===== src/rtl/data_mem_bus_if_if.sv =====
// rtl/data_mem_bus_if_if.sv - data-memory request/acknowledge bus bundle
interface data_mem_bus_if_if;
    logic        bus_req;
    logic        bus_we;
    logic [31:0] bus_addr;
    logic [31:0] bus_wdata;
    logic [3:0]  bus_be;
    logic        bus_ack;
    logic        bus_err;
    logic [31:0] bus_rdata;

    modport master (
        output bus_req, bus_we, bus_addr, bus_wdata, bus_be,
        input  bus_ack, bus_err, bus_rdata
    );

    modport slave (
        input  bus_req, bus_we, bus_addr, bus_wdata, bus_be,
        output bus_ack, bus_err, bus_rdata
    );
endinterface


===== src/rtl/data_mem_bus_if.sv =====
// rtl/data_mem_bus_if.sv - memory-stage load/store controller: one req/ack bus transaction per access
module data_mem_bus_if #(
    parameter int TIMEOUT_CYCLES = 16
) (
    input  logic                      clk,
    input  logic                      rst_n,
    input  logic                      mem_read,
    input  logic                      mem_write,
    input  logic [1:0]                mem_size,
    input  logic [31:0]               addr,
    input  logic [31:0]               wdata,
    input  logic [3:0]                wsel,
    output logic                      stall,
    output logic [31:0]               rdata,
    output logic                      done,
    output logic                      access_fault,
    output logic                      misaligned,
    data_mem_bus_if_if.master         bus
);

    localparam int CW = (TIMEOUT_CYCLES > 2) ? $clog2(TIMEOUT_CYCLES) : 1;
    localparam logic [CW-1:0] CNT_LAST = CW'((TIMEOUT_CYCLES > 0) ? TIMEOUT_CYCLES - 1 : 0);
    localparam bit TIMEOUT_EN = (TIMEOUT_CYCLES > 0);

    typedef enum logic [1:0] {S_IDLE, S_REQ, S_DONE} state_t;

    state_t        state, state_next;
    logic          access;
    logic          start;
    logic          ack_take;
    logic          timeout;
    logic          finish;
    logic [CW-1:0] cnt;

    // mem_size 11 falls into the word case via mem_size[1]
    assign misaligned = (mem_size == 2'b01) ? addr[0] :
                        mem_size[1]         ? (addr[1:0] != 2'b00) : 1'b0;
    assign access     = (mem_read | mem_write) & ~misaligned;
    assign finish     = ack_take | timeout;

    always_ff @(posedge clk or negedge rst_n) begin
        if (!rst_n) begin
            state <= S_IDLE;
        end else begin
            state <= state_next;
        end
    end

    always_comb begin
        state_next = state;
        start      = 1'b0;
        ack_take   = 1'b0;
        timeout    = 1'b0;
        stall      = 1'b0;
        case (state)
            S_IDLE: begin
                if (access) begin
                    start      = 1'b1;
                    stall      = 1'b1;
                    state_next = S_REQ;
                end
            end
            S_REQ: begin
                stall = 1'b1;
                if (bus.bus_ack) begin
                    ack_take   = 1'b1;
                    state_next = S_DONE;
                end else if (TIMEOUT_EN && cnt == CNT_LAST) begin
                    timeout    = 1'b1;
                    state_next = S_DONE;
                end
            end
            S_DONE: begin
                state_next = S_IDLE;
            end
            default: begin
                state_next = S_IDLE;
            end
        endcase
    end

    always_ff @(posedge clk or negedge rst_n) begin
        if (!rst_n) begin
            bus.bus_req   <= 1'b0;
            bus.bus_we    <= 1'b0;
            bus.bus_addr  <= 32'h0;
            bus.bus_wdata <= 32'h0;
            bus.bus_be    <= 4'h0;
            rdata         <= 32'h0;
            done          <= 1'b0;
            access_fault  <= 1'b0;
            cnt           <= '0;
        end else begin
            // done/access_fault are high only in the single DONE cycle
            done         <= finish;
            access_fault <= timeout | (ack_take & bus.bus_err);
            if (start) begin
                bus.bus_req   <= 1'b1;
                bus.bus_we    <= mem_write;
                bus.bus_addr  <= {addr[31:2], 2'b00};
                bus.bus_wdata <= wdata;
                bus.bus_be    <= mem_write ? wsel : 4'hF;
                cnt           <= '0;
            end else if (finish) begin
                bus.bus_req <= 1'b0;
            end else if (state == S_REQ) begin
                cnt <= cnt + 1'b1;
            end
            if (ack_take && !bus.bus_we) begin
                rdata <= bus.bus_rdata;
            end
        end
    end

endmodule


===== src/flat_wrapper.sv =====
// flat-port wrapper written by rule: the top's interface ports become plain ports
module data_mem_bus_if_flat 
#(
    parameter int TIMEOUT_CYCLES = 16
)
  (clk, rst_n, mem_read, mem_write, mem_size, addr, wdata, wsel, stall, rdata, done, access_fault, misaligned, bus_bus_req, bus_bus_we, bus_bus_addr, bus_bus_wdata, bus_bus_be, bus_bus_ack, bus_bus_err, bus_bus_rdata);
  data_mem_bus_if_if bus_i ();
  input  logic clk;
  input  logic rst_n;
  input  logic mem_read;
  input  logic mem_write;
  input  logic [1:0] mem_size;
  input  logic [31:0] addr;
  input  logic [31:0] wdata;
  input  logic [3:0] wsel;
  output logic stall;
  output logic [31:0] rdata;
  output logic done;
  output logic access_fault;
  output logic misaligned;
  output wire logic [$bits(bus_i.bus_req)-1:0] bus_bus_req;
  output wire logic [$bits(bus_i.bus_we)-1:0] bus_bus_we;
  output wire logic [$bits(bus_i.bus_addr)-1:0] bus_bus_addr;
  output wire logic [$bits(bus_i.bus_wdata)-1:0] bus_bus_wdata;
  output wire logic [$bits(bus_i.bus_be)-1:0] bus_bus_be;
  input wire logic [$bits(bus_i.bus_ack)-1:0] bus_bus_ack;
  input wire logic [$bits(bus_i.bus_err)-1:0] bus_bus_err;
  input wire logic [$bits(bus_i.bus_rdata)-1:0] bus_bus_rdata;
  assign bus_bus_req = bus_i.bus_req;
  assign bus_bus_we = bus_i.bus_we;
  assign bus_bus_addr = bus_i.bus_addr;
  assign bus_bus_wdata = bus_i.bus_wdata;
  assign bus_bus_be = bus_i.bus_be;
  assign bus_i.bus_ack = bus_bus_ack;
  assign bus_i.bus_err = bus_bus_err;
  assign bus_i.bus_rdata = bus_bus_rdata;
  data_mem_bus_if #(.TIMEOUT_CYCLES(TIMEOUT_CYCLES)) u_core (.clk(clk), .rst_n(rst_n), .mem_read(mem_read), .mem_write(mem_write), .mem_size(mem_size), .addr(addr), .wdata(wdata), .wsel(wsel), .stall(stall), .rdata(rdata), .done(done), .access_fault(access_fault), .misaligned(misaligned), .bus(bus_i));
endmodule

===== config.mk =====
export PLATFORM = sky130hd
export DESIGN_NAME = data_mem_bus_if_flat
export DESIGN_NICKNAME = d
export VERILOG_FILES = /design/src/rtl/data_mem_bus_if_if.sv /design/src/rtl/data_mem_bus_if.sv /design/src/flat_wrapper.sv
export SDC_FILE = /design/constraint.sdc
export NUM_CORES = 1
export LEC_CHECK = 0
export ABC_AREA = 0
export BUFFER_PORTS_ARGS = -buffer_cell sky130_fd_sc_hd__buf_4
export CAP_MARGIN = 20
export CORE_ASPECT_RATIO = 2
export CORE_MARGIN = 2
export CORE_UTILIZATION = 40
export CTS_CLUSTER_DIAMETER = 100
export DETAILED_ROUTE_END_ITERATION = 7
export PLACE_DENSITY = 0.79
export SETUP_SLACK_MARGIN = 0.02
export SYNTH_ARGS = -nofsm -noshare
export SYNTH_HDL_FRONTEND = slang
export SYNTH_SLANG_ARGS = --single-unit

===== constraint.sdc =====
create_clock -name clk -period 2.4 [get_ports clk]
set_clock_uncertainty 0.05 [all_clocks]
set_input_delay 0.12 -clock clk [delete_from_list [all_inputs] [get_ports clk]]
set_output_delay 0.12 -clock clk [all_outputs]
set_load 0.03 [all_outputs]

=== Word-level counts from Yosys, hierarchy flattened ===
Cells that the tools add are included.

* Register bits after elaboration: 108
* Word-level logic and storage cells: 51

* Add/sub/neg operators: 1
* Eq/ne operators: 6
* Multiplexer cells: 20
* Bitwise operators: 6
* Reductions and logical operators: 8

{| class="wikitable"
|+ Operators by type and width
! cell !! count
|-
| two-way mux 4 bit || 4
|-
| two-way mux 1 bit || 11
|-
| two-way mux 2 bit || 3
|-
| nonzero test 2 bit || 3
|-
| adder 4 x 1 -> 4 bit, second input constant || 1
|-
| == test 2 x 1 -> 1 bit, second input constant || 2
|-
| == test 4 bit, second input constant || 1
|-
| != test 2 x 1 -> 1 bit, second input constant || 2
|-
| one-hot mux 2 bit (2 select lines) || 1
|-
| AND reduction 2 bit || 2
|-
| != test 3 x 2 -> 1 bit, second input constant || 1
|-
| OR 1 bit || 3
|-
| AND 1 bit || 2
|-
| logical NOT 2 bit || 1
|-
| one-hot mux 1 bit (2 select lines) || 1
|-
| logical AND 1 bit || 1
|-
| logical NOT 1 bit || 1
|-
| inverter 1 bit || 1
|}

=== Depth between registers and ports, before layout ===
Gate-level depths: netlist (run 1).

* Word-level depth: 9
* Mapped depth: 5
* Depth with buffers taken out: 4

=== Least setup slack after synthesis (run 1) ===
OpenSTA, ideal clock, no wires.

* Path type: register to register
* Start: register u_core.state[1]
* End: register u_core.rdata[10]
* Data arrival time: 1.378 ns
* Required time: 2.222 ns
* Setup slack: 0.844 ns
* Cell stages (with the launch flop): 5
* Path buffers: 1
* Cell sequence: dfrtp_1 > nand2b_1 > nor3b_2 > buf_4 > mux2_1

* Longest elaborated chain between the ends: 3

{| class="wikitable"
|+ Ends and longest elaborated chain
! element !! line !! RTL
|-
| from (decl) || data_mem_bus_if.sv:27 || <nowiki>state_t state, state_next;</nowiki>
|-
| from (signal assigned) || data_mem_bus_if.sv:45 || <nowiki>state <= state_next;</nowiki>
|-
| == test 2 x 1 -> 1 bit || data_mem_bus_if.sv:55 || <nowiki>case (state)</nowiki>
|-
| two-way mux 1 bit || data_mem_bus_if.sv:55 ||
|-
| logical AND 1 bit || data_mem_bus_if.sv:109 || <nowiki>if (ack_take && !bus.bus_we) begin</nowiki>
|-
| to (signal assigned) || data_mem_bus_if.sv:110 || <nowiki>rdata <= bus.bus_rdata;</nowiki>
|-
| to (decl) || data_mem_bus_if.sv:14 || <nowiki>output logic [31:0] rdata,</nowiki>
|}

Every way passes these cells.
A chain may end at the register's enable or synchronous reset.

=== Final worst setup path (run 1) ===
* Start: register u_core.state[1]
* End: register u_core.rdata[7]

Same word-level chain as after synthesis.

==> results of run 1 <==
==> registers in the layout, summed over array words and instances, names as in the netlist <==
| name | cells |
|---|---|
| u_core.bus.bus_req | 1 |
| u_core.bus.bus_addr | 30 |
| u_core.bus.bus_be | 4 |
| u_core.rdata | 32 |
| u_core.bus.bus_we | 1 |
| u_core.cnt | 4 |
| u_core.done | 1 |
| u_core.bus.bus_wdata | 32 |
| u_core.state | 2 |
| u_core.access_fault | 1 |
==> worst min path at each step <==
stage | slack [ns] | cells past startpoint | end
finish | 0.03 | 3 | u_core.access_fault
global route | 0.04 | 3 | u_core.bus.bus_be[2]
CTS | 0.01 | 3 | u_core.access_fault
detailed placement | 0.21 | 1 | u_core.cnt[0]
global placement | 0.19 | 1 | u_core.cnt[0]
floorplan | -0.23 | 0 | u_core.access_fault
==> cells by family (layout without fill, tap and decap cells) <==
| logic type | count (synthesis) | count (layout) |
|---|---|---|
| flip-flops | 108 | 108 |
| multiplexers | 99 | 99 |
| AND/OR/NAND/NOR | 23 | 23 |
| AO/OA/AOI/OAI | 15 | 15 |
| buffers and inverters | 15 | 328 |
| adder cells (fa/ha/maj) | 1 | 1 |
| other | 1 | 3 |
==> stage by stage <==
stage / hold slack [ns] / instances
after floorplan: -0.2256 / 263
after global placement: 0.1889 / 605
after detailed placement: 0.2051 / 605
after CTS: 0.01201 / 716
after global routing: 0.03572 / 717
final: 0.02665 / 717
==> power by group through the flow <==
stage	logic [uW]	clock network, uW	registers [uW]
final	4450	1480	3050
after detailed placement	4320	0	3060
after global routing	4630	1610	3150
after floorplan	1210	0	4520
after CTS	4460	1530	3040
after global placement	4230	0	3020
==> cell usage in the layout (no fill, tap or decap), types with 3 or more instances in the layout <==
cell,instances
clkinvlp_4,3
nand2_1,4
nor2_1,4
dfrtp_1,108
a21oi_1,5
or2b_1,4
clkbuf_16,9
dlygate4sd3_1,96
buf_4,214
mux2_1,33
o21ai_1,3
mux2_4,66
==> cell type report <==
| class | count | area [sq um] | area share, % |
|---|---|---|---|
| inverter | 1 | 3.754 | 0.05063 |
| clock inverter | 6 | 72.57 | 0.9789 |
| timing repair buffer | 312 | 2608 | 35.17 |
| clock buffer | 9 | 225.2 | 3.038 |
| sequential | 108 | 2703 | 36.46 |
| multi-input combinational | 140 | 1624 | 21.91 |
| antenna | 1 | 2.502 | 0.03376 |
| tap | 140 | 175.2 | 2.363 |
==> worst max-delay path, stage by stage (launching register included) <==
cell and delay, ns:
dfrtp_1 0.40, nand2b_1 0.35, nor3b_4 0.24, buf_4 0.41, mux2_1 0.37
==> per-layer routing <==
layer | track usage [%] | wire, microns | part of all wire [%] | vias to the layer above
met4 | 10.26 | 496 | 4.0 | 0
met1 | 22.04 | 4326 | 35 | 1656
met2 | 38.05 | 7078 | 57 | 127
li1 | - | - | - | 1539
met5 | 0 | 0 | 0 | -
met3 | 2.742 | 474 | 3.8 | 32
==> out/qor.csv, run 1 <==
metric;value;unit
status;completed;
CP endpoint;u_core.rdata[7];
Initial Util;41.27;%
Period minus WS final;1.952;ns
most frequent cells after synthesis;108 x dfrtp_1, 66 x mux2_4, 33 x mux2_1, 7 x buf_12;
Pint;5423;uW
count leader, synth;dfrtp_1;
hold buffers post-CTS;96;
reg2reg path depth;4;
mux share of post-synthesis cell area;30.17;%
gr usage total;20.48;%
post_cts resized;0;
r2r endpoint;u_core.rdata[7];
FMAX;512.3;MHz
CORE AREA;10950;sq um
Net Sw Frac;39.65;%
final worst path period share;81.33;%
relative slew slack;46.90;%
slew of the pin with the lowest slew margin;0.7965;ns
Port Buffers;211;
hold_sp;bus_bus_err;
clock network latency to the later pin of the worst-skew pair;0.33;ns
Area Growth Syn to Fin;64.13;%
Yosys reg bits;108;
Post-Syn Instances;262;
total of max-cap violations;0;
share of layout cells above drive strength 1;52.26;%
Gate power share;49.6;%
FF-to-FF setup slack;0.45;ns
combinational family with the most area after synthesis;multiplexers;
synth top area cells;dfrtp_1 60%, mux2_4 22%, mux2_1 8.2%;
hpwl dp;7994;microns
Tot Pwr;8985;uW
Yosys cell types;28;
largest net degree at the start of global routing;62;
Setup WS post-layout;0.4480;ns
post-route setup TNS;0;ns
DRC Markers;0;
Pre-antenna DRT Iters;4;
crit-path max FO;32;
final core occ;67.73;%
IO Count;214;
CTS Buffer Depth;2;
Final Hold Fails;0;
Crit Path Class;reg2reg;
Reg power frac;34.0;%
switching power;3562;uW
antenna-violating nets left;0;
unrepaired setup endpoints after global routing;false;
post-synthesis xor/xnor area fraction;0;%
clk slew on worst S/H paths;0.07;ns
Setup violations, final;0;
number of global-route vias before repair;3779;
r2r startpoint;u_core.state[1];
CTS Sinks;108;
crit path DAT;2.11;ns
power per cell area;1212;nW/um^2
global-route wire length before repair;19130;microns
number of fill cells;778;
gpl congestion;0.7834;
# rows;54;
post-CTS setup buffers;0;
Synth Area in Simple Gates;3.296;%
drt total wl;12380;microns
CTS tree;built;
critical path required time;2.56;ns
Ys Warns;0;
drt via density;4.678;
die height;154.3;microns
LEAKAGE;0.003584;uW
Yosys top cell by area;dfrtp_1;
area of placed instances;6152;sq um
worst vdd ir;542.3;uV
Layout Nets;681;
initial antenna violation count;1;
average cell area after synthesis;17.24;sq um
Slew Viols, Final;0;
htree depth;3;
Mapped Area;4517;sq um
root buf cell;clkbuf_16;
CP startpoint;u_core.state[1];
DRT iter0 DRCs;128;
Yosys top cell area share;59.83;%
number of enable flip-flop cells after synthesis;0;
Synth Area in Compound Gates;1.911;%
Placement Setup Slack;0.4541;ns
clock share of power;16.4;%
register area share after synthesis;59.83;%
vias post-DR;3354;
cell area after layout;7413;sq um
die area;12210;sq um
asr flop ratio synth;100.0;%
Inserted Clock Buffers;9;
crit path capture type;register;
Hold Path Class;in2reg;
startpoint types;register;
grt total ovfl;0;
Synth Flop Type;dfrtp_1;
Synth Area in Adders;0.2770;%
Routed WL per cell;17.26;microns
die width;79.14;microns
(Power assumes the default switching activity.)
==> inputs of run 2 (changes only) <==
--- a/config.mk
+++ b/config.mk
@@ -5,7 +5,7 @@
 export SDC_FILE = /design/constraint.sdc
 export NUM_CORES = 1
 export LEC_CHECK = 0
-export ABC_AREA = 0
+export ABC_AREA = 1
 export BUFFER_PORTS_ARGS = -buffer_cell sky130_fd_sc_hd__buf_4
 export CAP_MARGIN = 20
 export CORE_ASPECT_RATIO = 2
==> constraint.sdc (replaced) <==
create_clock -name clk -period 1.8 [get_ports clk]
set_clock_uncertainty 0.05 [all_clocks]
set_input_delay 0.09 -clock clk [delete_from_list [all_inputs] [get_ports clk]]
set_output_delay 0.09 -clock clk [all_outputs]
set_load 0.03 [all_outputs]
==> run 2 against run 1 <==
  * Core utilization up 1.9 points
  * Sequential share of layout area is 0.61 points higher
  * Critical path depth is 1 higher
  * Clock power rose by 30%
  * First-iteration DRC count up 29%
  * Clock-buffer cell count increased by 1
  * Hold slack better by 0.0063 ns
  * Total power up 40%
  * Combinational power increased by 44%
  * Design area fell by 1.6%
  * Register-to-register slack got worse by 0.21 ns
  * Via count is 29% higher
  * Critical endpoint is now stall
  * Largest cell class unchanged
==> out/qor.csv, run 2 <==
metric;value;unit;change
gr busiest metal;met2;;unchanged
unrepaired setup endpoints after global routing;false;;unchanged
Max stage delay on crit path;0.44;ns;was 0.41 ns
vias post-DR;4322;;was 3,354
largest registers;u_core.bus.bus_wdata: 32 flops, u_core.rdata: 32 flops, u_core.bus.bus_addr: 30 flops;;unchanged
grt total ovfl;0;;unchanged
startpoint types;register;;unchanged
critical path's slowest cell;dfrtp_2;;was buf_4
M1 GR Usage;23.48;%;was 22.04%
worst-path cell chain;nor2_4 > nand3_4 > buf_6 > o21ai_0 > buf_4;;was nand2b_1 > nor3b_4 > buf_4 > mux2_1
Port Buffers;211;;unchanged
Post-Syn Instances;481;;was 262
CTS Sinks;108;;unchanged
Layout Nets;896;;was 681
final core occ;69.62;%;was 67.73%
gpl congestion;0.7685;;was 0.7834
DRT iter0 DRCs;165;;was 128
CTS tree;built;;unchanged
drt total wl;13310;microns;was 12,380 microns
CORE AREA;10480;sq um;was 10,950 sq um
most frequent cells after synthesis;240 x nand2_1, 108 x dfrtp_1, 46 x inv_1, 34 x o21ai_1, 12 x buf_2;;was 108 x dfrtp_1, 66 x mux2_4, 33 x mux2_1, 7 x buf_12
antenna-violating nets left;0;;unchanged
Final Hold Fails;0;;unchanged
Inserted Clock Buffers;9;;unchanged
FF-to-FF setup slack;0.24;ns;was 0.45 ns
global-route wire length before repair;21210;microns;was 19,130 microns
Mapped Area;4305;sq um;was 4517 sq um
Yosys reg bits;108;;unchanged
Setup WS post-layout;0.1218;ns;was 0.4480 ns
die width;77.36;microns;was 79.14 microns
FMAX;595.9;MHz;
largest net degree at the start of global routing;53;;was 62
Synth Area in Compound Gates;4.534;%;was 1.911%
final worst path period share;93.23;%;
grt met3 use;5.815;%;was 2.742%
initial antenna violation count;0;;was 1
crit path DAT;1.54;ns;was 2.11 ns
crit path capture type;primary output;;was register
critical path required time;1.66;ns;was 2.56 ns
mux share of post-synthesis cell area;0;%;was 30.17%
post-CTS setup buffers;0;;unchanged
Synth Flop Type;dfrtp_1;;unchanged
Synth Area in Simple Gates;23.92;%;was 3.296%
LEAKAGE;0.004062;uW;was 0.003584 uW
Area Growth Syn to Fin;69.43;%;was 64.13%
Hold Path Class;in2reg;;unchanged
post-route setup TNS;0;ns;unchanged
clk slew on worst S/H paths;0.07;ns;about the same
most common cell after layout, fill and taps aside;nand2_1;;was buf_4
share of layout cells above drive strength 1;30.18;%;was 52.26%
htree depth;3;;unchanged
CTS Buffer Depth;2;;unchanged
gr usage total;23.25;%;was 20.48%
Crit Path Class;reg2out;;was reg2reg
IO Count;214;;unchanged
combinational family with the most area after synthesis;simple AND/OR/NAND/NOR gates;;was multiplexers
Synth Area in Adders;0.2906;%;was 0.2770%
met2 Use GR;43.57;%;was 38.05%
Ys Warns;0;;unchanged
crit-path max FO;23;;was 32
Pre-antenna DRT Iters;6;;was 4
average cell area after synthesis;8.951;sq um;was 17.24 sq um
register area share after synthesis;62.77;%;was 59.83%
CP top delay family;flip-flops;;was simple AND/OR/NAND/NOR gates
hpwl dp;8323;microns;was 7994 microns
antenna cells;0;;was 1
power per cell area;1725;nW/um^2;was 1212 nW/um^2
count leader, synth;nand2_1;;was dfrtp_1
Yosys cell types;19;;was 28
worst path bufs/invs;2;;was 1
drt via density;4.652;;was 4.678
Routed WL per cell;14.32;microns;was 17.26 microns
DRC Markers;0;;unchanged
number of enable flip-flop cells after synthesis;0;;unchanged
die height;150.7;microns;was 154.3 microns
Yosys top cell area share;62.77;%;was 59.83%
Placement Setup Slack;0.3131;ns;was 0.4541 ns
number of global-route vias before repair;4569;;was 3,779
commonest cells after routing, fill and taps aside;240 x nand2_1, 213 x buf_4, 107 x dfrtp_1;;was 214 x buf_4, 108 x dfrtp_1, 96 x dlygate4sd3_1
Period minus WS final;1.678;ns;
Yosys top cell by area;dfrtp_1;;unchanged
Setup violations, final;0;;unchanged
asr flop ratio synth;100.0;%;unchanged
Slew Viols, Final;0;;unchanged
status;completed;;unchanged
worst vdd ir;915.9;uV;was 542.3 uV
die area;11660;sq um;was 12,210 sq um
Initial Util;41.09;%;was 41.27%
number of fill cells;745;;was 778
clock network latency to the later pin of the worst-skew pair;0.34;ns;was 0.33 ns
# rows;53;;was 54
root buf cell;clkbuf_16;;unchanged
post-synthesis xor/xnor area fraction;0.2034;%;was 0%
total of max-cap violations;0;;unchanged
synth top area cells;dfrtp_1 63%, nand2_1 21%, inv_1 4.0%;;was dfrtp_1 60%, mux2_4 22%, mux2_1 8.2%
==> run 2: metal layers <==
layer | part of all wire [%] | vias up
li1 | - | 2051
met3 | 6.2 | 45
met5 | 0 | -
met4 | 4.0 | 0
met2 | 55 | 189
met1 | 35 | 2037
==> run 2: repair_timing <==
item	4_1_cts	5_1_grt
resized for setup	1	3
hold endpoints to repair	130	0
setup endpoints to repair	1	1
hold buffers	99	0
pin swaps	0	0
==> run 2: worst paths after layout <==
| kind | startpoint | endpoint | cells after the start |
|---|---|---|---|
| setup reg to reg | u_core.state[0] | u_core.rdata[25] | 6 |
| max in group asynchronous | rst_n | u_core.bus.bus_addr[15] | 3 |
| min in group asynchronous | rst_n | u_core.bus.bus_addr[9] | 2 |
| hold / removal | mem_write | u_core.bus.bus_we | 3 |
| setup / recovery | u_core.state[1] | stall | 5 |
| hold reg to reg | u_core.bus.bus_addr[10] | u_core.bus.bus_addr[10] | 2 |
==> run 2: worst reg2reg max path, stage by stage (launching register included) <==
cell      delay, ns
dfrtp_1        0.40
inv_1          0.09
nor2_4         0.16
nand3b_4       0.29
buf_12         0.28
nand2_1        0.10
o21ai_1        0.07
==> run 2: area by class of cell <==
cell class | count | area (sq um) | share of cell area (%)
Clock buffer | 10 | 229.0 | 3.139
Clock inverter | 6 | 63.81 | 0.8748
Inverter | 47 | 176.4 | 2.419
Multi-Input combinational cell | 304 | 1269 | 17.39
Sequential cell | 108 | 2704 | 37.07
Tap cell | 137 | 171.4 | 2.350
Timing Repair Buffer | 317 | 2681 | 36.76
==> run 2: per-stage QoR <==
step                      cell area [sq um]  hold slack, ns  power (uW)  instances
after floorplan                        4309         -0.2556        7946        482
after global placement                 5998         0.01899       10240        814
after detailed placement               5998         0.02522       10410        814
after CTS                              7284         0.01159       12550        929
after global routing                   7295         0.05883       13300        929
final                                  7295         0.03298       12580        929
==> run 2: kinds of logic after synthesis <==
group / count (synthesis)
buffers and inverters: 70
adder cells (fa/ha/maj): 1
XOR/XNOR: 1
flip-flops: 108
other: 1
AND/OR/NAND/NOR: 261
AO/OA/AOI/OAI: 39
==> run 2: report_power, final <==
part           leakage, uW  total (uW)  internal, uW  switching (uW)
Clock             0.000139        1920          1080             843
Sequential         0.00135        4240          3550             694
Combinational      0.00258        6420          2340            4080
==> inputs of run 3 (changes only) <==
--- a/config.mk
+++ b/config.mk
@@ -6,14 +6,13 @@
 export NUM_CORES = 1
 export LEC_CHECK = 0
 export ABC_AREA = 1
-export BUFFER_PORTS_ARGS = -buffer_cell sky130_fd_sc_hd__buf_4
 export CAP_MARGIN = 20
 export CORE_ASPECT_RATIO = 2
 export CORE_MARGIN = 2
 export CORE_UTILIZATION = 40
 export CTS_CLUSTER_DIAMETER = 100
 export DETAILED_ROUTE_END_ITERATION = 7
-export PLACE_DENSITY = 0.79
+export DONT_BUFFER_PORTS = 1
 export SETUP_SLACK_MARGIN = 0.02
 export SYNTH_ARGS = -nofsm -noshare
 export SYNTH_HDL_FRONTEND = slang
==> run 3 against run 2 <==
  * The run now ends with hold timing left
  * Critical path depth is 1 lower
  * Global-route usage fell by 4.6 points
  * Clock power shrank 5%
  * Sequential share of layout area rose by 10 points
  * Clock-buffer cell count unchanged
  * Maximum frequency grew 3.2%
  * Design area is 22% lower
  * Combinational power is 67% lower
  * First-iteration DRC count unchanged
  * Non-clock buffer count decreased by 208
  * Via count decreased by 21%
  * Routed wire length shrank 18%
  * Highest routed layer unchanged
==> out/qor.csv, run 3 (synthesis results as in run 2) <==
metric;value;unit;change
crit-path max FO;6;;was 23
WHS;-0.6119;ns;was 0.03298 ns
power per cell area;1849;nW/um^2;was 1725 nW/um^2
Pint;5359;uW;was 6966 uW
Inserted Clock Buffers;9;;unchanged
startpoint types;register;;unchanged
total of max-cap violations;0;;unchanged
CTS Buffer Depth;2;;unchanged
LEAKAGE;0.003022;uW;was 0.004062 uW
Area Growth Syn to Fin;32.08;%;was 69.43%
most common cell after layout, fill and taps aside;nand2_1;;unchanged
CTS Sinks;108;;unchanged
Period minus WS final;1.627;ns;was 1.678 ns
CP startpoint;u_core.state[1];;unchanged
Net Sw Frac;49.03;%;was 44.64%
antenna cells;0;;unchanged
Reg power frac;62.4;%;was 33.7%
Slew Viols, Final;0;;unchanged
number of global-route vias before repair;3441;;was 4,569
drt total wl;10920;microns;was 13,310 microns
crit path DAT;1.49;ns;was 1.54 ns
violated checks;hold timing;;
gpl congestion;0.8072;;was 0.7685
Routed WL per cell;15.16;microns;was 14.32 microns
gr usage total;18.67;%;was 23.25%
switching power;5155;uW;was 5617 uW
clock share of power;17.3;%;was 15.3%
FF-to-FF setup slack;0.31;ns;was 0.24 ns
global-route wire length before repair;16900;microns;was 21,210 microns
htree depth;3;;unchanged
status;finished with violations;;was completed
commonest cells after routing, fill and taps aside;240 x nand2_1, 108 x dfrtp_1, 102 x dlygate4sd3_1;;was 240 x nand2_1, 213 x buf_4, 107 x dfrtp_1
worst vdd ir;893.2;uV;was 915.9 uV
die width;77.36;microns;unchanged
r2r endpoint;u_core.bus.bus_wdata[24];;was u_core.rdata[25]
DRC Markers;0;;unchanged
IO Count;214;;unchanged
largest net degree at the start of global routing;109;;was 53
# rows;53;;unchanged
Layout Nets;688;;was 896
Setup violations, final;0;;unchanged
critical path required time;1.66;ns;about the same
Initial Util;41.09;%;unchanged
final worst path period share;90.36;%;was 93.23%
reg2reg path depth;6;;unchanged
root buf cell;clkbuf_16;;unchanged
die height;150.7;microns;unchanged
hold buffers post-CTS;102;;was 99
DRT iter0 DRCs;165;;unchanged
largest registers;u_core.bus.bus_wdata: 32 flops, u_core.rdata: 32 flops, u_core.bus.bus_addr: 30 flops;;unchanged
number of fill cells;917;;was 745
r2r startpoint;u_core.state[1];;was u_core.state[0]
clk slew on worst S/H paths;0.07;ns;about the same
vias post-DR;3413;;was 4,322
clock network latency to the later pin of the worst-skew pair;0.34;ns;about the same
Port Buffers;0;;was 211
initial antenna violation count;0;;unchanged
Tot Pwr;10510;uW;was 12,580 uW
FMAX;614.8;MHz;was 595.9 MHz
die area;11660;sq um;unchanged
hpwl dp;6920;microns;was 8323 microns
share of layout cells above drive strength 1;4.460;%;was 30.18%
CORE AREA;10480;sq um;unchanged
Final Hold Fails;108;;was 0
CTS tree;built;;unchanged
crit path capture type;primary output;;unchanged
Hold Path Class;in2async;;was in2reg
post-route setup TNS;0;ns;unchanged
antenna-violating nets left;0;;unchanged
unrepaired setup endpoints after global routing;false;;unchanged
drt via density;4.740;;was 4.652
grt total ovfl;0;;unchanged
Pre-antenna DRT Iters;4;;was 6
Gate power share;20.3;%;was 51.0%
Crit Path Class;reg2out;;unchanged
run 3: repair_timing:
item / 4_1_cts / 5_1_grt
resized for setup: 1 / 0
setup buffers: 0 / 1
endpoints found under the hold margin: 209 / 108
setup endpoints to repair: 1 / 1
pin swaps: 0 / 1
run 3: layout make-up:
class                      instances  area (sq um)  area share [%]
multi-input combinational        304          1261           22.18
clock inverter                     5         37.54          0.6601
tap                              137         171.4           3.014
sequential                       108          2703           47.52
inverter                          47         176.4           3.102
clock buffer                      10         239.0           4.202
timing repair buffer             109          1099           19.32
run 3: worst max path at each step:
stage	end	depth (start not counted)
final	stall	4
after global routing	stall	4
after CTS	stall	4
after detailed placement	u_core.bus.bus_wdata[16]	6
after global placement	u_core.bus.bus_wdata[22]	6
after floorplan	stall	5
run 3: power by group through the flow:
stage	Clock [uW]	Sequential [uW]	Combinational, uW
after global routing	2000	6680	2480
final	1820	6560	2130
after CTS	1900	6560	2120
after floorplan	0	6280	1660
after detailed placement	0	6590	1940
after global placement	0	6590	1820
run 3: routing by layer:
metal	vias up	global-route usage (%)	share of wire (%)	wire (microns)
li1	1643	-	-	-
met1	1567	20.01	36	3932
met3	20	5.635	7.9	862
met2	183	33.17	53	5830
met4	0	8.929	2.7	290
met5	-	0	0	0
run 3: critical path: stages, from the launching register on:
cell and delay, ns:
dfrtp_1 0.42, nor2_1 0.21, nand3_4 0.15, o21ai_0 0.15, buf_4 0.22
run 3: through the flow:
stage	std cells	hold slack (ns)	setup slack (ns)	utilization, %	area, sq um
after floorplan	482	-0.2556	0.4244	-	4309
after global placement	602	-0.2529	0.2073	41.75	4374
after detailed placement	602	-0.2535	0.1354	41.75	4374
after CTS	719	-0.6283	0.03384	54.20	5679
after global routing	720	-0.6347	0.1280	54.28	5687
final	720	-0.6119	0.1735	54.28	5687
